--- config.mk ---
export PLATFORM = sky130hd
export DESIGN_NAME = control_seq_flat
export DESIGN_NICKNAME = d
export VERILOG_FILES = /design/src/rtl/control_seq_if.sv /design/src/rtl/control_seq.sv /design/src/flat_wrapper.sv
export SDC_FILE = /design/constraint.sdc
export NUM_CORES = 1
export LEC_CHECK = 0
export CORE_ASPECT_RATIO = 0.9
export CORE_UTILIZATION = 25
export DETAILED_ROUTE_END_ITERATION = 6
export SLEW_MARGIN = 20
export SYNTH_ARGS = -nofsm -noshare
export SYNTH_HDL_FRONTEND = slang
export SYNTH_SLANG_ARGS = --single-unit
--- constraint.sdc ---
create_clock -name clk -period 3.9 [get_ports clk]
set_input_delay 0.78 -clock clk [delete_from_list [all_inputs] [get_ports clk]]
set_output_delay 0.78 -clock clk [all_outputs]
set_load 0.005 [all_outputs]
--- src/rtl/control_seq_if.sv ---
// rtl/control_seq_if.sv - control sequencer bus: instruction fetch, data memory handshake, control strobes
// Purpose: bundles every control_seq signal except clk/reset.
// Ports (master = sequencer side):
//   in : init, instr[IW], instr_valid, mem_ack
//   out: fetch_req, mem_req, mem_we, reg_write, mem_to_reg, branch,
//        op[3], page[PAGE_W], page_err, mem_err, busy
interface control_seq_if #(
  parameter int IW     = 9,
  parameter int PAGE_W = 2
);
  logic              init;
  logic [IW-1:0]     instr;
  logic              instr_valid;
  logic              mem_ack;
  logic              fetch_req;
  logic              mem_req;
  logic              mem_we;
  logic              reg_write;
  logic              mem_to_reg;
  logic              branch;
  logic [2:0]        op;
  logic [PAGE_W-1:0] page;
  logic              page_err;
  logic              mem_err;
  logic              busy;

  modport master (
    input  init, instr, instr_valid, mem_ack,
    output fetch_req, mem_req, mem_we, reg_write, mem_to_reg, branch,
           op, page, page_err, mem_err, busy
  );

  modport slave (
    output init, instr, instr_valid, mem_ack,
    input  fetch_req, mem_req, mem_we, reg_write, mem_to_reg, branch,
           op, page, page_err, mem_err, busy
  );
endinterface

--- src/rtl/control_seq.sv ---
// rtl/control_seq.sv - Moore control sequencer with page register and memory timeout
// Purpose: sequences FETCH/EXEC/MEM/WB for a small IW-bit instruction set,
//   keeps a saturating page register and sticky page/memory error flags.
// Ports:
//   clk   in  clock, all state on rising edge
//   reset in  synchronous active-high reset, highest priority
//   bus   control_seq_if.master (see interface for signal list)
// Opcode map (instr[IW-1:IW-3]): 0 AND, 1 XOR, 2 SHL, 3 SHR, 4 ADD, 5 LW, 6 SW, 7 BR.
// The page words share opcode 1 and are recognised as full words first.
module control_seq #(
  parameter int            IW      = 9,
  parameter int            PAGE_W  = 2,
  parameter logic [IW-1:0] INC_ENC = 9'b001111000,
  parameter logic [IW-1:0] DEC_ENC = 9'b001110000,
  parameter int            MEM_TO  = 8
) (
  input logic          clk,
  input logic          reset,
  control_seq_if.master bus
);

  localparam logic [2:0] OP_AND = 3'd0;
  localparam logic [2:0] OP_XOR = 3'd1;
  localparam logic [2:0] OP_SHL = 3'd2;
  localparam logic [2:0] OP_SHR = 3'd3;
  localparam logic [2:0] OP_ADD = 3'd4;
  localparam logic [2:0] OP_LW  = 3'd5;
  localparam logic [2:0] OP_SW  = 3'd6;
  localparam logic [2:0] OP_BR  = 3'd7;

  localparam int                CW       = $clog2(MEM_TO + 1);
  localparam logic [CW-1:0]     WAIT_MAX = CW'(MEM_TO - 1);
  localparam logic [PAGE_W-1:0] PAGE_MAX = {PAGE_W{1'b1}};

  typedef enum logic [2:0] {
    IDLE  = 3'd0,
    FETCH = 3'd1,
    EXEC  = 3'd2,
    MEM   = 3'd3,
    WB    = 3'd4
  } state_t;

  state_t            state, state_nxt;
  logic [IW-1:0]     ir;
  logic [PAGE_W-1:0] page;
  logic              page_err, mem_err;
  logic [CW-1:0]     wcnt;

  logic [2:0] op;
  logic       is_inc, is_dec, timeout;
  logic       fetch_req, mem_req, mem_we, reg_write, mem_to_reg, branch;

  assign op      = ir[IW-1:IW-3];
  assign is_inc  = (ir == INC_ENC);
  assign is_dec  = (ir == DEC_ENC);
  // The cycle that would take the no-ack count to MEM_TO is the last one.
  assign timeout = (wcnt == WAIT_MAX);

  always_ff @(posedge clk) begin
    if (reset) begin
      state <= IDLE;
    end else begin
      state <= state_nxt;
    end
  end

  always_comb begin
    state_nxt  = state;
    fetch_req  = 1'b0;
    mem_req    = 1'b0;
    mem_we     = 1'b0;
    reg_write  = 1'b0;
    mem_to_reg = 1'b0;
    branch     = 1'b0;
    case (state)
      IDLE: begin
        state_nxt = FETCH;
      end
      FETCH: begin
        fetch_req = 1'b1;
        if (bus.instr_valid) state_nxt = EXEC;
      end
      EXEC: begin
        if (is_inc || is_dec) begin
          state_nxt = FETCH;
        end else begin
          case (op)
            OP_AND, OP_XOR, OP_SHL, OP_SHR, OP_ADD: state_nxt = WB;
            OP_LW, OP_SW:                           state_nxt = MEM;
            OP_BR: begin
              branch    = 1'b1;
              state_nxt = FETCH;
            end
            default: state_nxt = FETCH;
          endcase
        end
      end
      MEM: begin
        mem_req = 1'b1;
        mem_we  = (op == OP_SW);
        // An ack in the timeout cycle still completes the access normally.
        if (bus.mem_ack) begin
          state_nxt = (op == OP_LW) ? WB : FETCH;
        end else if (timeout) begin
          state_nxt = FETCH;
        end
      end
      WB: begin
        reg_write  = 1'b1;
        mem_to_reg = (op == OP_LW);
        state_nxt  = FETCH;
      end
      default: state_nxt = IDLE;
    endcase
    if (bus.init) state_nxt = IDLE;
  end

  // Datapath side effects are suppressed while init is high so an abort
  // leaves page and error flags exactly as they were.
  always_ff @(posedge clk) begin
    if (reset) begin
      ir       <= '0;
      page     <= '0;
      page_err <= 1'b0;
      mem_err  <= 1'b0;
      wcnt     <= '0;
    end else if (!bus.init) begin
      case (state)
        FETCH: begin
          if (bus.instr_valid) ir <= bus.instr;
        end
        EXEC: begin
          wcnt <= '0;
          if (is_inc) begin
            if (page == PAGE_MAX) page_err <= 1'b1;
            else                  page     <= page + 1'b1;
          end else if (is_dec) begin
            if (page == '0) page_err <= 1'b1;
            else            page     <= page - 1'b1;
          end
        end
        MEM: begin
          if (!bus.mem_ack) begin
            wcnt <= wcnt + 1'b1;
            if (timeout) mem_err <= 1'b1;
          end
        end
        default: ;
      endcase
    end
  end

  assign bus.fetch_req  = fetch_req;
  assign bus.mem_req    = mem_req;
  assign bus.mem_we     = mem_we;
  assign bus.reg_write  = reg_write;
  assign bus.mem_to_reg = mem_to_reg;
  assign bus.branch     = branch;
  assign bus.op         = op;
  assign bus.page       = page;
  assign bus.page_err   = page_err;
  assign bus.mem_err    = mem_err;
  assign bus.busy       = (state != IDLE);

endmodule

--- src/flat_wrapper.sv ---
// flat-port wrapper written by rule: the top's interface ports become plain ports
module control_seq_flat 
#(
  parameter int            IW      = 9,
  parameter int            PAGE_W  = 2,
  parameter logic [IW-1:0] INC_ENC = 9'b001111000,
  parameter logic [IW-1:0] DEC_ENC = 9'b001110000,
  parameter int            MEM_TO  = 8
)
  (clk, reset, bus_init, bus_instr, bus_instr_valid, bus_mem_ack, bus_fetch_req, bus_mem_req, bus_mem_we, bus_reg_write, bus_mem_to_reg, bus_branch, bus_op, bus_page, bus_page_err, bus_mem_err, bus_busy);
  control_seq_if #(.IW(IW), .PAGE_W(PAGE_W)) bus_i ();
  input logic clk;
  input logic reset;
  input wire logic [$bits(bus_i.init)-1:0] bus_init;
  input wire logic [$bits(bus_i.instr)-1:0] bus_instr;
  input wire logic [$bits(bus_i.instr_valid)-1:0] bus_instr_valid;
  input wire logic [$bits(bus_i.mem_ack)-1:0] bus_mem_ack;
  output wire logic [$bits(bus_i.fetch_req)-1:0] bus_fetch_req;
  output wire logic [$bits(bus_i.mem_req)-1:0] bus_mem_req;
  output wire logic [$bits(bus_i.mem_we)-1:0] bus_mem_we;
  output wire logic [$bits(bus_i.reg_write)-1:0] bus_reg_write;
  output wire logic [$bits(bus_i.mem_to_reg)-1:0] bus_mem_to_reg;
  output wire logic [$bits(bus_i.branch)-1:0] bus_branch;
  output wire logic [$bits(bus_i.op)-1:0] bus_op;
  output wire logic [$bits(bus_i.page)-1:0] bus_page;
  output wire logic [$bits(bus_i.page_err)-1:0] bus_page_err;
  output wire logic [$bits(bus_i.mem_err)-1:0] bus_mem_err;
  output wire logic [$bits(bus_i.busy)-1:0] bus_busy;
  assign bus_i.init = bus_init;
  assign bus_i.instr = bus_instr;
  assign bus_i.instr_valid = bus_instr_valid;
  assign bus_i.mem_ack = bus_mem_ack;
  assign bus_fetch_req = bus_i.fetch_req;
  assign bus_mem_req = bus_i.mem_req;
  assign bus_mem_we = bus_i.mem_we;
  assign bus_reg_write = bus_i.reg_write;
  assign bus_mem_to_reg = bus_i.mem_to_reg;
  assign bus_branch = bus_i.branch;
  assign bus_op = bus_i.op;
  assign bus_page = bus_i.page;
  assign bus_page_err = bus_i.page_err;
  assign bus_mem_err = bus_i.mem_err;
  assign bus_busy = bus_i.busy;
  control_seq #(.IW(IW), .PAGE_W(PAGE_W), .INC_ENC(INC_ENC), .DEC_ENC(DEC_ENC), .MEM_TO(MEM_TO)) u_core (.clk(clk), .reset(reset), .bus(bus_i));
endmodule
-- Yosys cells after proc, flatten, opt, wreduce, memory -nomap -nowiden
Cells that the tools add are included.
Widths: inputs -> output; s select.
- input port bits: 14
- word-level logic and storage cells: 75
- bits in registers: 20
- output and inout bits: 14
- add/subtract/negate cells: 3
- reduce and logical (&&, ||, !) cells: 18
- bitwise operators: 2
- eq/ne operators: 21
- multiplexer cells: 25
- operator list (operator ; number):
    $eq 9x7->1 const B ; 2
    $eq 3x3->1 const B ; 5
    $mux 3 ; 5
    $eq 3x2->1 const B ; 4
    $mux 1 ; 12
    $pmux 3 s4 ; 1
    $reduce_and 5->1 ; 2
    $pmux 3 s3 ; 1
    $mux 2 ; 4
    $ne 2x2->1 const B ; 4
    $pmux 4 s2 ; 1
    $eq 3x1->1 const B ; 2
    $logic_not 3->1 ; 2
    $reduce_and 3->1 ; 2
    $reduce_bool 2->1 ; 3
    $reduce_or 2->1 ; 3
    $reduce_or 5->1 ; 1
    $add 4x1->4 const B ; 1
    $eq 4x3->1 const B ; 1
    $mux 4 ; 1
    $reduce_and 4->1 ; 1
    $ne 3x2->1 const B ; 1
    $reduce_bool 3->1 ; 1
    $add 2x1->2 const B ; 1
    7 further kinds ; 8

-- Logic depth before layout (Yosys ltp)
- word-level depth: 5
- depth in mapped cells: 6

-- Worst setup path after synthesis
Ideal clock, no wire load.
- path type: in2reg
- from: in bus_init
- to: reg u_core.page[1] (netlist: u_core.bus.page[1])
- setup slack: 2.024 ns
- cell stages on the path: 4
- required time: 3.773 ns
- arrival time: 1.749 ns
- cell sequence: or4b_4 -> nor4_2 -> nand2b_1 -> a31oi_1
- longest elaborated chain between the ends: 2
- RTL lines (element ; RTL line ; text):
    start, declared ; flat_wrapper.sv:14 ; input wire logic [$bits(bus_i.init)-1:0] bus_init;
    $not 1->1 (no source line) ; n/a ;
    $reduce_and 5->1 (no source line) ; n/a ;
    end signal, assigned ; control_seq.sv:136 ; else page <= page + 1'b1;
    end signal, assigned ; control_seq.sv:139 ; else page <= page - 1'b1;
    end, declared ; control_seq.sv:45 ; logic [PAGE_W-1:0] page;
Every way passes these cells.
A chain may end at the register's enable or synchronous reset.

-- Final worst setup path
- from: reg u_core.state[1]
- to: out bus_branch
- longest elaborated chain between the ends: 2
- RTL lines (element ; RTL line ; text):
    start, declared ; control_seq.sv:43 ; state_t state, state_nxt;
    start signal, assigned ; control_seq.sv:63 ; state <= state_nxt;
    $eq 3x2->1 ; control_seq.sv:75 ; case (state)
    $mux 1 ; control_seq.sv:75 ;
    end, declared ; flat_wrapper.sv:23 ; output wire logic [$bits(bus_i.branch)-1:0] bus_branch;
Every way passes these cells.

==> metrics.log <==
[metrics] transition time of the tightest slew-check pin: about 0.65 ns
[metrics] Hold-fix buffers, CTS: 0
[metrics] main combinational cell family by area after synthesis: simple AND/OR/NAND/NOR gates
[metrics] first-pass detailed-route iteration total: 6
[metrics] summed negative setup slack over all endpoints: 0 ns
[metrics] flip-flop and latch count after synthesis: 20
[metrics] xor and xnor area share after synthesis: 0.0329
[metrics] Std-Cell Rows: 22
[metrics] areal power density over the cells: roughly 290 nW/um^2
[metrics] leakage power figure: between 0.5 and 0.6 nW
[metrics] global-route usage over all layers: 0.108
[metrics] sort of element at the start of the critical path: flip-flop
[metrics] routed vias/inst: 4.63
[metrics] Clk pin slew, worst setup/hold paths: 0.07 ns
[metrics] placeable core area: 4070 sq um
[metrics] CTS tree: done
[metrics] area fraction in compound gates after synthesis: 0.0835
[metrics] Final Non-Filler Cells: 190
[metrics] maximum number of pins on one net before global-route repair: 18
[metrics] run status: finished, violations left
[metrics] nets in the synthesized netlist: between 100 and 150
[metrics] effective utilization at floorplan: 0.261
[metrics] routability congestion estimate: 0.798
[metrics] antenna cells: 0
[metrics] RSZ-0062 raised after global routing: false
[metrics] Ys Warns: 0
[metrics] GRT overflow: 0
[metrics] global-route wire length before repair: about 3900 um
[metrics] top_reg_cell synth: sky130_fd_sc_hd__dfxtp_1
[metrics] post-detail-place hpwl: 1610 um
[metrics] Final Slew Violations: 0
[metrics] final routed wire length divided by cell count: 11.6 um
[metrics] minimum clock period: 2.77 ns
[metrics] adder and majority cell fraction of the synthesized area: 0.0118
[metrics] failing checks: design-rule violations
[metrics] final number of hold-violating endpoints: 0
[metrics] synthesis-to-finish area growth: 30.8%
[metrics] number of instances in the synthesized netlist: around 120
[metrics] Post-CTS Setup Bufs: 0
[metrics] cts repair resizes: 0
[metrics] kind of end point of the critical path: output pin
[metrics] share of the cycle needed by the critical path after routing: 0.710
[metrics] Root Buffer Master: sky130_fd_sc_hd__clkbuf_8
[metrics] floorplan die area: 4520 sq um
[metrics] fmax: 361 MHz
[metrics] share of final-layout standard cells stronger than drive strength 1: 0.0634
[metrics] worst clock skew: 0.00413 ns
[metrics] chip height: 63.9 um
[metrics] count of routing violations after the opening detailed-route iteration: 111
[metrics] dpl cells: 186
[metrics] vias after detailed routing: 879
[metrics] crit path max fanout: 10
[metrics] antenna violations before repair: 0
[metrics] simple-gate portion of the synthesized area: 0.346
[metrics] total CTS buffers: 3
[metrics] fill cell total of the finished layout: slightly above 400
[metrics] mean area per synthesized cell: 8.72 sq um
[metrics] width of the die: 70.8 um
[metrics] setup slack on the worst flop-to-flop path: 2.00 ns
[metrics] Arrival @ worst endpoint: between 1.5 and 2 ns
[metrics] Peak VDD IR: 0.140 mV
[metrics] deepest level of the CTS H-tree: 1
[metrics] share of synthesized area occupied by flip-flops and latches: 0.376
[metrics] headroom to the max-slew limit: 0.565
[metrics] Worst Path Required: 3.12 ns
[metrics] final net count: 158
[metrics] residual antenna-violating net count after detailed routing: 0
[metrics] I/O pin count: 28
[metrics] total of endpoints with negative setup slack in the final report: 0
[metrics] post-synth cell types: 38
[metrics] Routed Wire Length: 2210 um
[metrics] number of synthesized flops with an enable pin: 0
[metrics] IO Port Bufs: 27
[metrics] number of sinks handled by clock tree synthesis: 20
[metrics] residual DRC count: 4
[metrics] vias in the first global route: 853
[metrics] maximum buffer depth of the clock tree: 2
[metrics] share of synthesized flip-flops with an asynchronous set or reset: 0
[metrics] category of the critical setup timing path: flip-flop to output pin
[metrics] type of the tightest min-delay check: flip-flop to flip-flop
[metrics] max-capacitance violation count: 0
[metrics] clk_lat worst skew: around 0.26 ns
[metrics] Synth Cell Area: 1060 sq um
[metrics] multiplexer area fraction after synthesis: 0.0847
[worst max-delay path, cell delays in order, from the launching register on]
cell and delay [ns]:
sky130_fd_sc_hd__dfxtp_1 0.49, sky130_fd_sc_hd__nor2b_1 0.44, sky130_fd_sc_hd__nor3b_1 0.26, sky130_fd_sc_hd__clkdlybuf4s50_1 0.54
[per-layer routing]
| layer | up-vias | track usage | routed length, um |
|---|---|---|---|
| li1 | 460 | - | - |
| met1 | 394 | 0.136 | 1080 |
| met2 | 21 | 0.165 | 972 |
| met3 | 4 | 0.0426 | 131 |
| met4 | 0 | 0.0400 | 24 |
| met5 | - | 0 | 0 |
[logic make-up (layout without fill, tap and decap cells)]
family / Yosys count / count (layout)
xor+xnor: 4 / 4
simple gates: 60 / 60
buf+inv: 14 / 34
mux: 9 / 9
compound gates: 14 / 14
fa+ha+maj: 1 / 1
flops: 20 / 20
[placed cells by master, fill, tap and decap left out, drive strengths merged]
cell type / netlist / layout
nor4: 3 / 3
o21ai: 1 / 1
nand2: 7 / 7
a311oi: 1 / 1
o31ai: 1 / 1
nand3b: 2 / 2
dfxtp: 20 / 20
nor3: 5 / 5
clkbuf: 6 / 4
and2: 2 / 2
clkdlybuf4s50: 0 / 27
mux2i: 9 / 9
xor2: 2 / 2
a21boi: 1 / 1
a221oi: 1 / 1
xnor2: 2 / 2
and3: 2 / 2
a31oi: 2 / 2
nor2b: 2 / 2
nor3b: 2 / 2
ha: 1 / 1
inv: 3 / 3
nand4bb: 1 / 1
and3b: 1 / 1
nor2: 18 / 18
a21o: 1 / 1
o22ai: 1 / 1
nand3: 5 / 5
nand4: 1 / 1
or4b: 3 / 3
or3b: 1 / 1
nand2b: 4 / 4
a21oi: 5 / 5
or3: 1 / 1
[area by class of cell]
class | instances | area [sq um] | area share
Sequential cell | 20 | 400 | 0.288
Inverter | 3 | 11.3 | 0.00809
Multi-Input combinational cell | 88 | 594 | 0.427
Clock buffer | 4 | 55.1 | 0.0396
Tap cell | 48 | 60.1 | 0.0432
Timing Repair Buffer | 27 | 270 | 0.194
[per-stage QoR]
| stage | util | cell area [sq um] | hold WS [ns] | setup slack, ns | power [mW] |
|---|---|---|---|---|---|
| 5_1_grt | 0.342 | 1390 | 0.505 | 0.976 | 0.427 |
| 3_3_place_gp | 0.328 | 1340 | 0.461 | 1.41 | 0.252 |
| 6_report | 0.342 | 1390 | 0.480 | 1.13 | 0.404 |
| 4_1_cts | 0.342 | 1390 | 0.478 | 1.15 | 0.412 |
| 2_1_floorplan | - | 1060 | 0.444 | 2.02 | 0.233 |
| 3_5_place_dp | 0.328 | 1340 | 0.466 | 1.35 | 0.253 |
[sequential cells by signal (all words and copies together) (netlist names)]
register,flops
u_core.bus.page,2
u_core.ir,9
u_core.wcnt,4
u_core.state,3
u_core.bus.page_err,1
u_core.bus.mem_err,1
[synth_stat cells, types with 2 or more instances]
cell type,instances,share of area
sky130_fd_sc_hd__dfxtp_1,20,0.38
sky130_fd_sc_hd__nor2_1,18,0.064
sky130_fd_sc_hd__mux2i_1,9,0.085
sky130_fd_sc_hd__nand2_1,7,0.025
sky130_fd_sc_hd__clkbuf_1,6,0.021
sky130_fd_sc_hd__a21oi_1,5,0.024
sky130_fd_sc_hd__nand3_1,5,0.024
sky130_fd_sc_hd__nor3_1,5,0.024
sky130_fd_sc_hd__buf_4,4,0.028
sky130_fd_sc_hd__nand2b_1,4,0.024
sky130_fd_sc_hd__inv_1,3,0.011
sky130_fd_sc_hd__a31oi_1,2,0.012
sky130_fd_sc_hd__and2_1,2,0.012
sky130_fd_sc_hd__and3_1,2,0.012
sky130_fd_sc_hd__nand3b_1,2,0.014
sky130_fd_sc_hd__nor2b_1,2,0.012
sky130_fd_sc_hd__nor3b_1,2,0.014
sky130_fd_sc_hd__or4b_1,2,0.019
sky130_fd_sc_hd__xnor2_1,2,0.016
sky130_fd_sc_hd__xor2_1,2,0.016
[report_power, final]
part           switching [mW]  total (mW)  internal (mW)
Sequential            0.00541       0.212          0.207
Combinational          0.0136      0.0357         0.0221
Clock                  0.0663       0.156         0.0898
Total                  0.0853       0.404          0.319
[worst paths after layout]
kind	startpoint	to	cells after the start
setup / recovery	u_core.state[1]	bus_branch	3
hold / removal	u_core.wcnt[1]	u_core.wcnt[1]	2
setup reg to reg	u_core.state[0]	u_core.ir[5]	4
hold reg to reg	u_core.wcnt[1]	u_core.wcnt[1]	2
No activity file was read; power rests on OpenSTA's default activity.
